<file path="src/rtl/dds_pkg.sv">
// Shared constants and FSM state encoding for the DDS frequency-to-phase-step path.
package dds_pkg;

    localparam int unsigned DDS_F_CLK   = 2764815;
    localparam int unsigned DDS_FREQ_W  = 16;
    localparam int unsigned DDS_PHASE_W = 12;
    localparam int unsigned DDS_STEP_W  = 10;

    typedef enum logic [1:0] {
        IDLE = 2'd0,
        CALC = 2'd1,
        DONE = 2'd2
    } dds_state_t;

endpackage

</file>
<file path="src/rtl/dds_step_calc_seq_udiv.sv">
// Generic restoring unsigned divider, one quotient bit per clock, MSB first.
// done pulses the cycle after the last bit; quo is held until the next start.
module seq_udiv #(
    parameter int unsigned NUM_W = 29,
    parameter int unsigned DEN_W = 23
) (
    input  logic             clk,
    input  logic             rst,
    input  logic             start,
    input  logic [NUM_W-1:0] num,
    input  logic [DEN_W-1:0] den,
    output logic             done,
    output logic [NUM_W-1:0] quo
);
    localparam int unsigned CNT_W = $clog2(NUM_W);

    logic [NUM_W-1:0] sh;
    logic [DEN_W-1:0] rem;
    logic [CNT_W-1:0] left;
    logic             run;

    logic [DEN_W-1:0] r_in;
    logic             b_in;
    logic [DEN_W:0]   trial;
    logic             ge;
    logic [DEN_W-1:0] r_nxt;

    // The first bit is resolved on the start edge itself, straight from num,
    // so the final quotient is registered one cycle before done is seen upstream.
    always_comb begin
        if (run) begin
            r_in = rem;
            b_in = sh[NUM_W-1];
        end else begin
            r_in = '0;
            b_in = num[NUM_W-1];
        end
        trial = {r_in, b_in};
        ge    = (trial >= {1'b0, den});
        r_nxt = ge ? DEN_W'(trial - {1'b0, den}) : trial[DEN_W-1:0];
    end

    always_ff @(posedge clk) begin
        if (rst) begin
            sh   <= '0;
            rem  <= '0;
            quo  <= '0;
            left <= '0;
            run  <= 1'b0;
            done <= 1'b0;
        end else begin
            done <= 1'b0;
            if (!run) begin
                if (start) begin
                    sh   <= num << 1;
                    rem  <= r_nxt;
                    quo  <= NUM_W'(ge);
                    left <= CNT_W'(NUM_W - 1);
                    run  <= 1'b1;
                end
            end else begin
                sh   <= sh << 1;
                rem  <= r_nxt;
                quo  <= {quo[NUM_W-2:0], ge};
                left <= left - CNT_W'(1);
                if (left == CNT_W'(1)) begin
                    run  <= 1'b0;
                    done <= 1'b1;
                end
            end
        end
    end

endmodule

</file>
<file path="src/rtl/dds_step_calc.sv">
// Frequency (Hz) to DDS phase step: step = round(freq * 2^PHASE_W / F_CLK),
// computed by a sequential restoring divider, then saturated / clamped to 1.
module dds_step_calc
    import dds_pkg::*;
#(
    parameter int unsigned F_CLK   = DDS_F_CLK,
    parameter int unsigned FREQ_W  = DDS_FREQ_W,
    parameter int unsigned PHASE_W = DDS_PHASE_W,
    parameter int unsigned STEP_W  = DDS_STEP_W,
    parameter bit          ROUND   = 1'b1,
    parameter bit          MIN_ONE = 1'b1
) (
    input  logic              clk,
    input  logic              rst,
    input  logic              start,
    input  logic [FREQ_W-1:0] freq,
    output logic              busy,
    output logic              done,
    output logic [STEP_W-1:0] step,
    output logic              sat
);
    localparam int unsigned DIV_W = FREQ_W + PHASE_W + 1;
    localparam int unsigned R_W   = $clog2(F_CLK) + 1;

    localparam logic [DIV_W-1:0]  RND_OFS  = ROUND ? DIV_W'(F_CLK / 2) : '0;
    localparam logic [R_W-1:0]    DEN      = R_W'(F_CLK);
    localparam logic [STEP_W-1:0] RST_STEP = MIN_ONE ? STEP_W'(1) : '0;

    dds_state_t       state, state_nxt;
    logic             div_start;
    logic             div_done;
    logic [DIV_W-1:0] num;
    logic [DIV_W-1:0] quo;

    always_comb begin
        num = {1'b0, freq, {PHASE_W{1'b0}}} + RND_OFS;
    end

    seq_udiv #(
        .NUM_W (DIV_W),
        .DEN_W (R_W)
    ) u_div (
        .clk   (clk),
        .rst   (rst),
        .start (div_start),
        .num   (num),
        .den   (DEN),
        .done  (div_done),
        .quo   (quo)
    );

    always_ff @(posedge clk) begin
        if (rst) state <= IDLE;
        else     state <= state_nxt;
    end

    always_comb begin
        state_nxt = state;
        div_start = 1'b0;
        busy      = (state != IDLE);
        done      = (state == DONE);
        case (state)
            IDLE: begin
                if (start) begin
                    div_start = 1'b1;
                    state_nxt = CALC;
                end
            end
            CALC:    if (div_done) state_nxt = DONE;
            DONE:    state_nxt = IDLE;
            default: state_nxt = IDLE;
        endcase
    end

    // Result is captured on the CALC->DONE edge so it is valid during the done cycle.
    always_ff @(posedge clk) begin
        if (rst) begin
            step <= RST_STEP;
            sat  <= 1'b0;
        end else if (state == CALC && div_done) begin
            if (|quo[DIV_W-1:STEP_W]) begin
                step <= '1;
                sat  <= 1'b1;
            end else if (MIN_ONE && quo[STEP_W-1:0] == '0) begin
                step <= STEP_W'(1);
                sat  <= 1'b0;
            end else begin
                step <= quo[STEP_W-1:0];
                sat  <= 1'b0;
            end
        end
    end

endmodule

</file>
<file path="config.mk">
export PLATFORM = sky130hd
export DESIGN_NAME = dds_step_calc
export DESIGN_NICKNAME = d
export VERILOG_FILES = /design/src/rtl/dds_pkg.sv /design/src/rtl/dds_step_calc_seq_udiv.sv /design/src/rtl/dds_step_calc.sv
export SDC_FILE = /design/constraint.sdc
export NUM_CORES = 1
export LEC_CHECK = 0
export BUFFER_PORTS_ARGS = -buffer_cell sky130_fd_sc_hd__buf_2
export CAP_MARGIN = 20
export CORE_ASPECT_RATIO = 1.75
export CORE_MARGIN = 4
export CORE_UTILIZATION = 40
export DETAILED_ROUTE_END_ITERATION = 16
export PLACE_DENSITY = 0.57
export SLEW_MARGIN = 15
export SYNTH_ARGS = -nofsm -noshare
export SYNTH_HDL_FRONTEND = slang
export SYNTH_HIERARCHICAL = 1
export SYNTH_SLANG_ARGS = --single-unit
</file>
<file path="constraint.sdc">
create_clock -name clk -period 9.62 [get_ports clk]
set_clock_uncertainty 0.2 [all_clocks]
set_input_delay 0.962 -clock clk [delete_from_list [all_inputs] [get_ports clk]]
set_output_delay 0.962 -clock clk [all_outputs]
set_load 0.02 [all_outputs]
</file>
After elaboration in Yosys (flattened, before gate mapping)
Index checks and enable logic that the tools add are counted.
Word-level totals
  bits in registers: 100
  input bits: 19
  output and inout bits: 13
  word-level logic and storage cells: 50
Cells by class
  add/sub/neg operators: 3
  order comparisons: 1
  equality and inequality tests: 5
  multiplexer cells: 23
  bitwise gates (word level): 1
  reductions and logical operators: 8
Operator list (number)
  $mux W29: 4
  $mux W23: 4
  $add A28 B21 Y29 const B: 1
  $ge A24 B22 Y1 const B: 1
  $sub A23 B22 Y23 const B: 1
  $mux W10: 2
  $reduce_or A19 Y1: 1
  $logic_not A10 Y1: 1
  $mux W5: 2
  $mux W1: 8
  $eq A5 B1 Y1 const B: 1
  $sub A5 B1 Y5 const B: 1
  $mux W2: 2
  $pmux W2 S2: 1
  $reduce_bool A2 Y1: 2
  $eq A2 B1 Y1 const B: 1
  $eq A2 B2 Y1 const B: 1
  $logic_not A2 Y1: 1
  $ne A2 B1 Y1 const B: 1
  $ne A2 B2 Y1 const B: 1
  $reduce_and A2 Y1: 1
  $reduce_or A2 Y1: 1
  $logic_and A1 B1 Y1: 1
  $not A1 Y1: 1

Longest topological paths before layout
Gate-level depths: netlist (run 1).
  depth after elaboration: 6
  mapped depth: 18
  depth with buffers taken out: 16

Modules after synthesis
Netlist (run 1), hierarchy kept.
By module, submodules not included
  seq_udiv: instances 1, cells each 683, area each 5332.6 sq um, seq. area each 1741.7 sq um
  dds_step_calc: instances 1, cells each 107, area each 827.0 sq um, seq. area each 260.2 sq um

Worst setup path before layout (run 1)
Ideal clock, no wire load.
  kind: input to register
  start: input freq[0]
  end: register u_div.rem[6]
  setup time: 91 ps
  data arrival time: 4038 ps
  required time: 9329 ps
  setup slack: 5291 ps
  stages on the path: 16
  path buffers: 1
  cells stage by stage: ha_1 > nand3_1 > a211oi_1 > and4_1 > mux2i_1 > ha_1 > fa_1 > nand2b_1 > a31oi_1 > nor3_1 > o21bai_1 > a21oi_1 > o31a_1 > buf_6 > or3_1 > a311oi_1
Between the ends
  word-level cells in the longest chain between the ends: 6
  elaborated cells on any way between the ends: 7
  classes of those cells: add/sub (2); order compare (1); mux (4)
Ends and longest elaborated chain
  from (decl): RTL line dds_step_calc.sv:16  | input logic [FREQ_W-1:0] freq,
  $add A28 B21 Y29 *: RTL line dds_step_calc.sv:36  | num = {1'b0, freq, {PHASE_W{1'b0}}} + RND_OFS;
  net num[28]: RTL line dds_step_calc.sv:32  | logic [DIV_W-1:0] num;
  $mux W1 *: RTL line dds_step_calc_seq_udiv.sv:31  | if (run) begin
  $sub A23 B22 Y23 or $ge A24 B22 Y1 (tied branches): RTL line dds_step_calc_seq_udiv.sv:40, dds_step_calc_seq_udiv.sv:39
  $mux W23 *: RTL line dds_step_calc_seq_udiv.sv:40  | r_nxt = ge ? DEN_W'(trial - {1'b0, den}) : trial[DEN_W-1:0];
  $mux W23: RTL line dds_step_calc_seq_udiv.sv:54  | if (start) begin
  $mux W23 *: RTL line dds_step_calc_seq_udiv.sv:53  | if (!run) begin
  to (signal assigned): RTL line dds_step_calc_seq_udiv.sv:56  | rem <= r_nxt;
  to (signal assigned): RTL line dds_step_calc_seq_udiv.sv:63  | rem <= r_nxt;
  to (decl): RTL line dds_step_calc_seq_udiv.sv:18  | logic [DEN_W-1:0] rem;
Mark *: on every way through the listed nets, which the timed path passes. The rest lies on a longest branch. The select of a mux whose other input is x is not followed.
A chain may end at the register's enable or synchronous reset.

Worst setup path in the final report (run 1)
  start: input freq[0]
  end: register u_div.rem[14]
Same word-level chain as after synthesis.

==> results of run 1 <==
power by group through the flow:
stage / combinational (W) / clock (W) / sequential, W
finish: 0.000160 / 0.000385 / 0.000452
global route: 0.000181 / 0.000414 / 0.000455
CTS: 0.000160 / 0.000397 / 0.000452
detailed placement: 0.000159 / 0 / 0.000461
global placement: 0.000155 / 0 / 0.000460
floorplan: 0.000136 / 0 / 0.000451
worst paths after layout:
| path | slack [ns] | endpoint |
|---|---|---|
| hold reg to reg | 0.26 | u_div/rem[0] |
| setup reg to reg | 5.09 | u_div/rem[14] |
| setup / recovery | 4.89 | u_div/rem[14] |
| hold / removal | 0.26 | u_div/rem[0] |
logic make-up (layout without fill, tap and decap cells):
| group | after synthesis | after routing |
|---|---|---|
| buf+inv | 85 | 82 |
| compound gates | 188 | 188 |
| other cells | 2 | 54 |
| fa+ha+maj | 26 | 26 |
| flops | 100 | 100 |
| mux | 32 | 32 |
| simple gates | 316 | 316 |
| xor+xnor | 41 | 41 |
synthesized netlist by cell type (6+ instances only):
master,count,area share
nor2b_1,8,0.0081
and3_1,8,0.0081
dfxtp_1,100,0.33
nor4_1,6,0.0061
xnor2_1,29,0.041
nand2_1,29,0.018
a22oi_1,9,0.011
o22ai_1,6,0.0061
nor3_1,34,0.028
buf_1,6,0.0037
ha_1,23,0.047
xor2_1,11,0.016
inv_1,32,0.020
buf_2,7,0.0057
a211oi_1,11,0.013
a21oi_1,88,0.072
a311oi_1,7,0.010
and2_1,22,0.022
nand3_1,14,0.011
clkbuf_1,37,0.023
o21ai_0,22,0.018
nand2b_1,8,0.0081
mux2i_1,32,0.052
nor3b_1,29,0.035
nor2_1,130,0.079
a21o_1,12,0.015
registers in the layout, indices dropped and copies added (netlist names):
name	cells
u_div/quo	29
u_div/sh	28
u_div/rem	23
step	10
u_div/left	5
state	2
sat	1
u_div/done	1
u_div/run	1
routing by layer:
metal | global-route usage | up-vias | wire (um)
met2 | 0.313 | 55 | 7800
li1 | - | 2789 | -
met4 | 0.0573 | 0 | 284
met1 | 0.183 | 2547 | 5710
met5 | 0 | - | 0
met3 | 0.0222 | 17 | 236
per-stage QoR:
| step | instance area, um2 | utilization | hold WS [ns] | setup WS [ns] |
|---|---|---|---|---|
| 6_report | 6870 | 0.458 | 0.259 | 4.89 |
| 4_1_cts | 6860 | 0.458 | 0.257 | 4.71 |
| 3_5_place_dp | 6550 | 0.437 | 0.247 | 4.37 |
| 2_1_floorplan | 6350 | - | 0.220 | 5.29 |
| 5_1_grt | 6870 | 0.458 | 0.284 | 4.56 |
| 3_3_place_gp | 6550 | 0.437 | 0.230 | 4.51 |
layout make-up:
cell class                      count  area, um2
Fill cell                        1560       8120
Multi-Input combinational cell    657       4010
Sequential cell                   100       2010
Tap cell                          183        229
Clock buffer                        9        225
Timing Repair Buffer               34        178
Inverter                           32        120
Clock inverter                      7       93.8
critical path, stage by stage:
cell	delay, ns
buf_2	0.13
ha_1	0.20
nand3_1	0.10
a211oi_1	0.40
and4_1	0.25
mux2i_1	0.08
ha_1	0.25
fa_1	0.40
nand2b_1	0.18
a31oi_1	0.21
nor3_1	0.08
o21bai_1	0.15
a21oi_1	0.08
o31a_2	0.56
and2_0	0.36
a22oi_1	0.22
o22ai_1	0.11
==> flow_summary.ini, run 1 <==
[detailed_routing]
drt-initial-drc-count = 260
drtAntennaViolNets = 0
routed_via_density = 5.29
vias = 5408
drtPass1Iterations = 4
route.detailed.drc = 0
drt-total-wl_um = 14000
routedWlPerCell_um = 13.7

[synthesis]
synth-seq-cells = 100
synth_simple_gate_area_frac = 0.260
synth_edf_count = 0
avgSynthCellArea_um2 = 7.80
post_synth_xor_area_fraction = 0.0595
ys_seq_area_frac = 0.325
synth_cells = 790
yosysWarnings = 6
synthFlopType = dfxtp_1
synthMuxAreaShare = 0.0520
syn-cell-area_um2 = 6160
synth_compound_area_frac = 0.192
async_flop_share = 0
yosysUniqueCellTypes = 68
synthAdderAreaFrac = 0.0532
synth_top_family_by_area = simple AND/OR/NAND/NOR gates

[worst_setup_path]
rr_worst_depth = 12
worstSetupPathType = input pin to flop
start_kind = input pin
cp.arrival_ns = 4.72
endpoint_kind = flop
critPathRequiredTime_ns = 9.61
crit-reg2reg-launch = u_div/run
startpoint = freq[0]
crit_fanout = 29

[cts]
cts_htree_levels = 3
worstSkewPairLatency_ns = 0.35
cts_hold_buf = 0
ctsResizeCount = 0
clk_pin_slew_ns = 0.07
cts_buffer_depth = 2
cts_tree = done
postCtsSetupBuffers = 0
cts_buffers = 9
cts_sinks = 100
cts-root-buf = clkbuf_16

[pwr]
pwr-share-seq = 0.453
p_int_w = 0.000704
irDropWorstVdd_uv = 109
leakage_nw = 2.85
power_frac_comb = 0.161
powerDensity_nw_per_um2 = 145
p_sw_w = 0.000293
finalPower_w = 0.000997
pwr-share-clk = 0.386
netSwitchingFraction = 0.294

[finish]
final_cells = 1022
mostFrequentLayoutCells = 128 x nor2_1, 99 x dfxtp_1, 88 x a21oi_1
drive_above_1_share = 0.0906
final_common_cell = nor2_1
antennaDiodeCount = 0
layout-area-overhead-vs-synth_pct = 11.5
nets = 877

[placement]
port_buffers = 31
dp.cells = 1006
dpl.hpwl_um = 9860
place.gp.congestion = 0.856

[global_route]
grt_pass1_wl_um = 23600
grt_start_max_net_pins = 103
antenna_found_initial = 0
grt_pass1_vias = 5206
overflow = 0
grt_use_total = 0.165

[die]
core-area_um2 = 15000
initial_core_util = 0.411
boundaryPins = 32
die_x_um = 102
die_h_um = 172
rows = 59
dieArea_um2 = 17500

[sta]
drv_slew = 0
finalSetupViolations = 0
period_needed_ns = 4.73
max_slew_margin = 0.286
hold_viol_final = 0
rsz0062_at_grt = no
worst_slew_pin_slew_ns = 1.07
final.setup.tns_ns = 0
period_share = 0.491
max_freq_ghz = 0.212

[hold_path]
hold_depth = 2
min_path_type = flop to flop
hold_start = u_div/rem[0]

[job]
max-cap-violations = 0

[outcome]
status = finished, final reports clean
(Power assumes the default switching activity.)
==> run 2, diff against run 1 <==
--- a/config.mk
+++ b/config.mk
@@ -11,7 +11,7 @@
 export CORE_MARGIN = 4
 export CORE_UTILIZATION = 40
 export DETAILED_ROUTE_END_ITERATION = 16
-export PLACE_DENSITY = 0.57
+export PLACE_DENSITY = 0.59
 export SLEW_MARGIN = 15
 export SYNTH_ARGS = -nofsm -noshare
 export SYNTH_HDL_FRONTEND = slang
==> constraint.sdc (replaced) <==
create_clock -name clk -period 4 [get_ports clk]
set_clock_uncertainty 0.2 [all_clocks]
set_input_delay 0.4 -clock clk [delete_from_list [all_inputs] [get_ports clk]]
set_output_delay 0.4 -clock clk [all_outputs]
set_load 0.02 [all_outputs]
==> flow_summary.ini, run 2 (synthesis results as in run 1) <==
[sta]
period_share = 0.918
worst_slew_pin_slew_ns = 0.940
drv_slew = 0
hold_viol_final = 0
rsz0062_at_grt = no
max_slew_margin = 0.371
finalSetupViolations = 0
period_needed_ns = 3.67
max_freq_ghz = 0.272
timing.hold.ws_ns = 0.256

[global_route]
overflow = 0
grt_use_total = 0.169
grt_pass1_wl_um = 24200
grt_pass1_vias = 5275
grt_start_max_net_pins = 81
antenna_found_initial = 0

[detailed_routing]
routedWlPerCell_um = 13.8
vias = 5393
drt-total-wl_um = 14300
drt-initial-drc-count = 244
drtPass1Iterations = 4
routed_via_density = 5.19
drtAntennaViolNets = 0
route.detailed.drc = 0

[finish]
final_common_cell = nor2_1
fill_cells = 1564
antennaDiodeCount = 0
regMostFlops = u_div/quo
top_regs = u_div/quo: 29 flops, u_div/sh: 28 flops, u_div/rem: 23 flops
regArea_um2 = 2010
largest_reg_flops = 29
multi_input_area_um2 = 4020
layout-area-overhead-vs-synth_pct = 13.7
mostFrequentLayoutCells = 129 x nor2_1, 99 x dfxtp_1, 88 x a21oi_1
nets = 894
drive_above_1_share = 0.110

[worst_setup_path]
crit-reg2reg-launch = u_div/run
endpoint_kind = flop
critPathRequiredTime_ns = 4.07
start_kind = input pin
cp.arrival_ns = 3.74
startpoint = freq[0]
crit_fanout = 11
worstSetupPathType = input pin to flop

[die]
rows = 59
dieArea_um2 = 17500
initial_core_util = 0.411
die_h_um = 172
core-area_um2 = 15000
boundaryPins = 32
die_x_um = 102

[cts]
cts_buffer_depth = 2
cts_tree = done
cts_sinks = 100
cts_buffers = 9
cts_htree_levels = 3
cts_hold_buf = 0
cts-root-buf = clkbuf_16
worstSkewPairLatency_ns = 0.34
clk_pin_slew_ns = 0.08
postCtsSetupBuffers = 0

[placement]
dpl.hpwl_um = 10300
port_buffers = 31
place.gp.congestion = 0.782

[pwr]
power_frac_comb = 0.172
irDropWorstVdd_uv = 265
finalPower_w = 0.00241
powerDensity_nw_per_um2 = 344
pwr-share-seq = 0.447
leakage_nw = 2.93
pwr-share-clk = 0.381
netSwitchingFraction = 0.291
p_int_w = 0.00171
p_sw_w = 0.000702

[hold_path]
hold_start = u_div/rem[0]
min_path_type = flop to flop

[outcome]
status = finished, final reports clean

[job]
max-cap-violations = 0
[run 2: final timing paths]
path	to	slack [ns]	cells after the start
hold reg to reg	u_div/rem[0]	0.26	2
setup reg to reg	u_div/rem[21]	0.50	11
setup / recovery	u_div/rem[20]	0.33	16
hold / removal	u_div/rem[0]	0.26	2
[run 2: power groups by stage]
stage	Clock (W)	Combinational (W)	Sequential, W
after CTS	0.000950	0.000412	0.00108
after detailed placement	0	0.000410	0.00110
after floorplan	0	0.000326	0.00108
after global routing	0.000983	0.000470	0.00108
after global placement	0	0.000409	0.00110
final	0.000918	0.000413	0.00108
[run 2: final cells by class]
| class | count | area share |
|---|---|---|
| well taps | 183 | 0.0327 |
| clock buffers | 9 | 0.0322 |
| clock inverters | 7 | 0.0132 |
| flip-flops and latches | 100 | 0.286 |
| repair buffers | 51 | 0.0439 |
| inverters | 32 | 0.0171 |
| multi-input cells | 657 | 0.574 |
[run 2: routing by layer]
metal / vias up / wire length (um) / global-route usage
li1: 2814 / - / -
met1: 2475 / 5740 / 0.184
met2: 73 / 7860 / 0.317
met5: - / 0 / 0
met3: 31 / 320 / 0.0266
met4: 0 / 416 / 0.0700
[run 2: timing repair]
| item | 4_1_cts | 5_1_grt |
|---|---|---|
| setup endpoints to repair | 0 | 22 |
| endpoints found under the hold margin | 0 | 0 |
| resized for setup | 0 | 5 |
[run 2: metrics by stage]
step	utilization	area, um2	cells	setup TNS (ns)	setup WS [ns]
3_5_place_dp	0.445	6670	1023	-1.55	-0.121
6_report	0.467	7000	1039	0	0.328
4_1_cts	0.466	6990	1039	0	0.250
2_1_floorplan	-	6350	842	0	0.233
5_1_grt	0.467	7000	1039	0	0.0159
3_3_place_gp	0.445	6670	1023	-0.0168	-0.0168
[run 2: worst max-delay path, cell delays in order]
cell      delay (ns)
buf_2           0.09
ha_1            0.16
nand3_1         0.10
a211oi_2        0.25
and4_1          0.22
mux2i_1         0.09
ha_1            0.23
fa_1            0.39
nand2b_1        0.19
a31oi_2         0.22
nor3_1          0.08
o21bai_1        0.14
a21oi_1         0.08
o31a_2          0.43
or3_1           0.46
o22ai_1         0.21
